**src/rtl/mips_muldiv_unit.sv**
```systemverilog
// Iterative radix-2 multiply/divide unit beside the EX stage; owns HI/LO and serves MTHI/MTLO.
// Every operation takes WIDTH+1 cycles from the start edge to the HI/LO update.
module mips_muldiv_unit #(
  parameter int WIDTH     = 32,
  parameter bit SIGNED_EN = 1'b1
) (
  input  logic             clk,
  input  logic             rst_n,
  input  logic             start_i,
  input  logic [1:0]       op_i,
  input  logic [WIDTH-1:0] a_i,
  input  logic [WIDTH-1:0] b_i,
  input  logic             flush_i,
  input  logic             wr_hi_i,
  input  logic             wr_lo_i,
  input  logic [WIDTH-1:0] wr_data_i,
  output logic             busy_o,
  output logic             done_o,
  output logic [WIDTH-1:0] hi_o,
  output logic [WIDTH-1:0] lo_o
);

  localparam int CW = $clog2(WIDTH + 1);

  typedef enum logic [1:0] {
    IDLE,
    RUN,
    FIX
  } stateT;

  stateT state, nextState;

  logic [CW-1:0]      stepCount;
  logic [WIDTH-1:0]   workHi, workLo, opReg, aRaw;
  logic               isDiv, negLo, negHi, divZero;
  logic [WIDTH-1:0]   hiReg, loReg;

  logic               signedOp, aNeg, bNeg, startAccept;
  logic [WIDTH-1:0]   aAbs, bAbs;
  logic [WIDTH:0]     mulSum, divShift, divTrial;
  logic               divOk;
  logic [2*WIDTH-1:0] product;
  logic [WIDTH-1:0]   fixHi, fixLo;

  // Operand conditioning: magnitudes and sign flags captured at the start edge
  always_comb begin
    signedOp    = SIGNED_EN && !op_i[0];
    aNeg        = signedOp && a_i[WIDTH-1];
    bNeg        = signedOp && b_i[WIDTH-1];
    aAbs        = aNeg ? -a_i : a_i;
    bAbs        = bNeg ? -b_i : b_i;
    startAccept = (state == IDLE) && start_i && !flush_i;
  end

  // One radix-2 step: shift-add multiply or restoring-divide trial subtraction
  always_comb begin
    mulSum   = {1'b0, workHi} + (workLo[0] ? {1'b0, opReg} : '0);
    divShift = {workHi, workLo[WIDTH-1]};
    divTrial = divShift - {1'b0, opReg};
    divOk    = !divTrial[WIDTH];
  end

  // Sign correction; divide by zero bypasses the iterated result entirely
  always_comb begin
    product = {workHi, workLo};
    fixHi   = workHi;
    fixLo   = workLo;
    if (!isDiv) begin
      if (negLo) product = -product;
      fixHi = product[2*WIDTH-1:WIDTH];
      fixLo = product[WIDTH-1:0];
    end else if (divZero) begin
      fixHi = aRaw;
      fixLo = '1;
    end else begin
      fixHi = negHi ? -workHi : workHi;
      fixLo = negLo ? -workLo : workLo;
    end
  end

  always_ff @(posedge clk or negedge rst_n) begin
    if (!rst_n) state <= IDLE;
    else        state <= nextState;
  end

  always_comb begin
    nextState = state;
    case (state)
      IDLE: if (startAccept) nextState = RUN;
      RUN: begin
        if (flush_i)                             nextState = IDLE;
        else if (stepCount == CW'(WIDTH - 1))    nextState = FIX;
      end
      FIX:     nextState = IDLE;
      default: nextState = IDLE;
    endcase
  end

  // Working datapath plus architectural HI/LO, which only change on MTHI/MTLO or FIX
  always_ff @(posedge clk or negedge rst_n) begin
    if (!rst_n) begin
      stepCount <= '0;
      workHi    <= '0;
      workLo    <= '0;
      opReg     <= '0;
      aRaw      <= '0;
      isDiv     <= 1'b0;
      negLo     <= 1'b0;
      negHi     <= 1'b0;
      divZero   <= 1'b0;
      hiReg     <= '0;
      loReg     <= '0;
      done_o    <= 1'b0;
    end else begin
      done_o <= (state == FIX) && !flush_i;
      case (state)
        IDLE: begin
          if (wr_hi_i) hiReg <= wr_data_i;
          if (wr_lo_i) loReg <= wr_data_i;
          if (startAccept) begin
            stepCount <= '0;
            workHi    <= '0;
            workLo    <= op_i[1] ? aAbs : bAbs;
            opReg     <= op_i[1] ? bAbs : aAbs;
            aRaw      <= a_i;
            isDiv     <= op_i[1];
            negLo     <= aNeg ^ bNeg;
            negHi     <= aNeg;
            divZero   <= op_i[1] && (b_i == '0);
          end
        end
        RUN: begin
          if (!flush_i) begin
            stepCount <= stepCount + 1'b1;
            if (isDiv) begin
              workHi <= divOk ? divTrial[WIDTH-1:0] : divShift[WIDTH-1:0];
              workLo <= {workLo[WIDTH-2:0], divOk};
            end else begin
              {workHi, workLo} <= {mulSum, workLo[WIDTH-1:1]};
            end
          end
        end
        FIX: begin
          if (!flush_i) begin
            hiReg <= fixHi;
            loReg <= fixLo;
          end
        end
        default: ;
      endcase
    end
  end

  assign busy_o = (state != IDLE);
  assign hi_o   = hiReg;
  assign lo_o   = loReg;

endmodule

```
**config.mk**
```make
export PLATFORM = sky130hd
export DESIGN_NAME = mips_muldiv_unit
export DESIGN_NICKNAME = d
export VERILOG_FILES = /design/src/rtl/mips_muldiv_unit.sv
export SDC_FILE = /design/constraint.sdc
export NUM_CORES = 1
export LEC_CHECK = 0
export ABC_CLOCK_PERIOD_IN_PS = 3430
export CAP_MARGIN = 15
export CORE_ASPECT_RATIO = 0.75
export CORE_MARGIN = 10
export CORE_UTILIZATION = 25
export CTS_CLUSTER_DIAMETER = 150
export DETAILED_ROUTE_END_ITERATION = 6
export SLEW_MARGIN = 10
export SYNTH_ARGS = -nofsm -noshare
export SYNTH_HDL_FRONTEND = slang
export SYNTH_SLANG_ARGS = --single-unit
```
**constraint.sdc**
```tcl
create_clock -name clk -period 3.43 [get_ports clk]
set_input_delay 0.5145 -clock clk [delete_from_list [all_inputs] [get_ports clk]]
set_output_delay 0.5145 -clock clk [all_outputs]
set_load 0.01 [all_outputs]
```
==> flow_metrics.py <==
metrics = {
    "placement": {
        "port_buffers": 169,
        "hpwlAfterDp_um": 60900,
        "dp_cells": 3379,
        "gp_congestion": 0.998,
        "pre_cts_ws_ns": 0.00196,
    },
    "pwr": {
        "ir_drop_mv": 0.392,
        "powerDensity_nw_per_um2": 772,
        "p_leak_nw": 9.45,
    },
    "floorplan": {
        "fp.dieH_um": 247,
        "die_width_um": 323,
        "fp-row-count": 83,
        "dieArea_um2": 79600,
        "ioPinCount": 170,
        "start_util": 0.252,
        "core_um2": 68200,
    },
    "logic_synthesis": {
        "synth.area.mux_share": 0.0423,
        "syn_inst": 2249,
        "async_reset_ff_frac": 1.00,
        "synthSimpleGateAreaFrac": 0.198,
        "syn_area_um2": 17200,
        "synthAdderAreaFrac": 0.0526,
        "ys_types": 88,
        "synth-edff-count": 0,
        "syn_nets": 2424,
        "synth_compound_area_frac": 0.268,
        "synth_top_family_by_area": "compound AO/OA/AOI/OAI gates",
        "ys_seq_area_frac": 0.299,
        "synth_xor_area_frac": 0.0888,
        "synth-seq-cells": 205,
        "ys_warn_count": 0,
        "synth_ff_type": "dfrtp_1",
        "postSynthAreaPerCell_um2": 7.63,
    },
    "clock_network": {
        "cts.htree.levels": 1,
        "clkSlewWorstSetupHoldPaths_ns": 0.07,
        "clock_latency_ns": 0.55,
        "cts_tree": "yes",
        "cts.sinks": 205,
        "cts_root_buf": "clkbuf_16",
        "postCtsHoldBufs": 0,
        "clockBufferDepth": 3,
        "cts_made_buffers": 23,
    },
    "global_route": {
        "grt_max_degree": 86,
        "antenna_found_initial": 2,
        "grt-ovfl-total": 0,
        "track_usage": 0.184,
        "grt_pass1_vias": 16791,
        "grt_pass1_wl_um": 112000,
    },
    "routing": {
        "vias": 18510,
        "postRouteAntennaNets": 0,
        "wirelength_um": 76500,
        "drt_pass1_iterations": 6,
        "wl_per_cell_um": 22.3,
        "drtIter0Drc": 2351,
        "remaining_drc_errors": 0,
        "via_per_inst": 5.40,
    },
    "finish": {
        "stdcell_count": 3426,
        "multi_input_area_um2": 11300,
        "fillerInstances": 7163,
        "fin_util": 0.324,
        "ff_latch_area_um2": 5130,
        "syn_to_final_growth_pct": 28.8,
        "finalNetCount": 2691,
        "drive_above_1_share": 0.134,
    },
    "worst_setup_path": {
        "crit_path_end_kind": "flop",
        "worstSetupStartpointType": "flop",
        "worst_ep_required_time_ns": 3.86,
        "worstSetupPathType": "reg -> reg",
        "worst-r2r-setup-slack_ns": 0.13,
        "worst-path-max-fanout": 5,
        "cp.arrival_ns": 3.74,
    },
    "timing": {
        "slew_viol_final": 0,
        "worst_slack_ns": 0.125,
        "finClkSkew_ns": 0.0103,
        "setup_tns_ns": 0,
        "worst_slew_pin_slew_ns": 1.08,
        "fin_crit_ns": 3.30,
        "hold_ws_ns": 0.0309,
        "max_freq_mhz": 303,
        "hold_violations": 0,
        "setup_viol_count_final": 0,
        "maxSlewHeadroom": 0.278,
        "fin_crit_sh": 0.964,
    },
    "outcome": {
        "status": "finished clean",
    },
    "min_path": {
        "min_path_type": "in -> async",
    },
    "flow_run": {
        "cap_viol_max_count": 0,
    },
}
## synth_stat cells (all sizes together) (20+ instances only)
cell type / instances / area (um^2)
nor3: 39 / 200
nand3: 30 / 150
buf: 29 / 139
a211oi: 20 / 150
nor2: 209 / 787
ha: 69 / 863
nor4: 24 / 156
a21o: 50 / 375
nand2: 295 / 1110
o22ai: 50 / 313
mux2i: 59 / 591
xnor2: 101 / 885
o211ai: 30 / 239
inv: 65 / 244
o21ai: 242 / 1220
or3: 22 / 150
xor2: 73 / 639
o31ai: 22 / 184
clkbuf: 129 / 484
a21oi: 228 / 1140
dfrtp: 205 / 5130
nand2b: 32 / 210
## registers in the layout, indices dropped and copies added (netlist names), 2 cells and up
name,count
state,2
stepCount,6
lo_o,32
hi_o,32
aRaw,32
opReg,32
workHi,32
workLo,32
## critical path: stages, from the launching register on
cell	delay (ns)
dfrtp_2	0.45
nand2_1	0.12
inv_1	0.05
ha_1	0.27
a21oi_1	0.33
o21ai_2	0.15
a211o_1	0.37
o31a_1	0.35
o31ai_2	0.24
buf_4	0.17
nand2b_1	0.06
a21oi_1	0.17
xnor2_1	0.12
a221o_1	0.33
## stage by stage
stage / cell area [um^2] / total power, W
after floorplan: 17200 / 0.00964
after global placement: 21100 / 0.0138
after detailed placement: 21100 / 0.0138
after CTS: 22000 / 0.0166
after global routing: 22100 / 0.0181
final: 22100 / 0.0171
## worst paths after layout
kind	start	endpoint	cells after the start
worst max-delay path	workLo[0]$_DFFE_PN0P_	workHi[24]$_DFFE_PN0P_	13
worst min-delay path	rst_n	stepCount[2]$_DFFE_PN0P_	1
worst max register to register	workLo[0]$_DFFE_PN0P_	workHi[24]$_DFFE_PN0P_	13
worst min register to register	aRaw[25]$_DFFE_PN0P_	aRaw[25]$_DFFE_PN0P_	2
max in group asynchronous	rst_n	lo_o[29]$_DFFE_PN0P_	2
min in group clk	aRaw[25]$_DFFE_PN0P_	aRaw[25]$_DFFE_PN0P_	2
## cell usage in the layout (no fill, tap or decap), drive strengths merged, types with 5 or more instances in the layout
cell,Yosys,routed
or3,22,22
nor2,209,209
ha,69,69
a22oi,14,14
o41ai,6,6
a21o,50,50
o21bai,10,10
nor4,24,24
o21ai,242,242
nand2b,32,32
clkdlybuf4s50,0,167
nor2b,16,16
o22a,6,6
o211ai,30,30
xnor2,101,101
a221oi,9,9
a31oi,18,18
dfrtp,205,205
mux2i,59,59
a21oi,228,228
nand4,16,16
buf,29,232
inv,65,66
xor2,73,73
o31ai,22,22
nand3b,5,5
clkbuf,129,31
a211oi,20,20
nor3,39,39
o31a,6,6
clkinv,1,7
nand3,30,30
or4,15,15
or2,7,7
and2,17,17
o22ai,50,50
nand2,295,295
mux2,12,12
o21a,11,11
## power by group
| part | internal [W] | total (W) | leakage [nW] | switching, W |
|---|---|---|---|---|
| logic | 0.00451 | 0.0106 | 6.53 | 0.00613 |
| registers | 0.00301 | 0.00368 | 2.52 | 0.000672 |
| clock network | 0.00161 | 0.00275 | 0.395 | 0.00115 |
| total | 0.00912 | 0.0171 | 9.45 | 0.00795 |
## repair_timing
item / in CTS / in global routing
pin swaps: 0 / 5
gates resized for setup: 3 / 28
setup endpoints to repair: 3 / 36
setup buffers: 0 / 4
## cell families (layout without fill, tap and decap cells)
family / count (synthesis) / after routing
flops: 205 / 205
buf+inv: 224 / 508
fa+ha+maj: 71 / 71
mux: 71 / 71
other cells: 0 / 1
xor+xnor: 174 / 174
compound gates: 760 / 760
simple gates: 744 / 744
## cell type report
cell class / count / share of cell area
diodes: 1 / 0.000113
clock buffers: 30 / 0.0286
clock inverters: 12 / 0.00787
inverters: 66 / 0.0112
multi-input cells: 1820 / 0.511
flip-flops and latches: 205 / 0.232
well taps: 892 / 0.0505
repair buffers: 400 / 0.158
## layer usage
metal / GRT usage / share of wire / routed length (um) / vias up
met5: 0 / 0.00014 / 11 / -
met4: 0.0250 / 0.015 / 1140 / 2
met3: 0.0503 / 0.12 / 9020 / 76
met2: 0.261 / 0.41 / 31500 / 908
met1: 0.276 / 0.46 / 34900 / 8955
li1: - / - / - / 8569
Power figures use the tool's default switching activity.
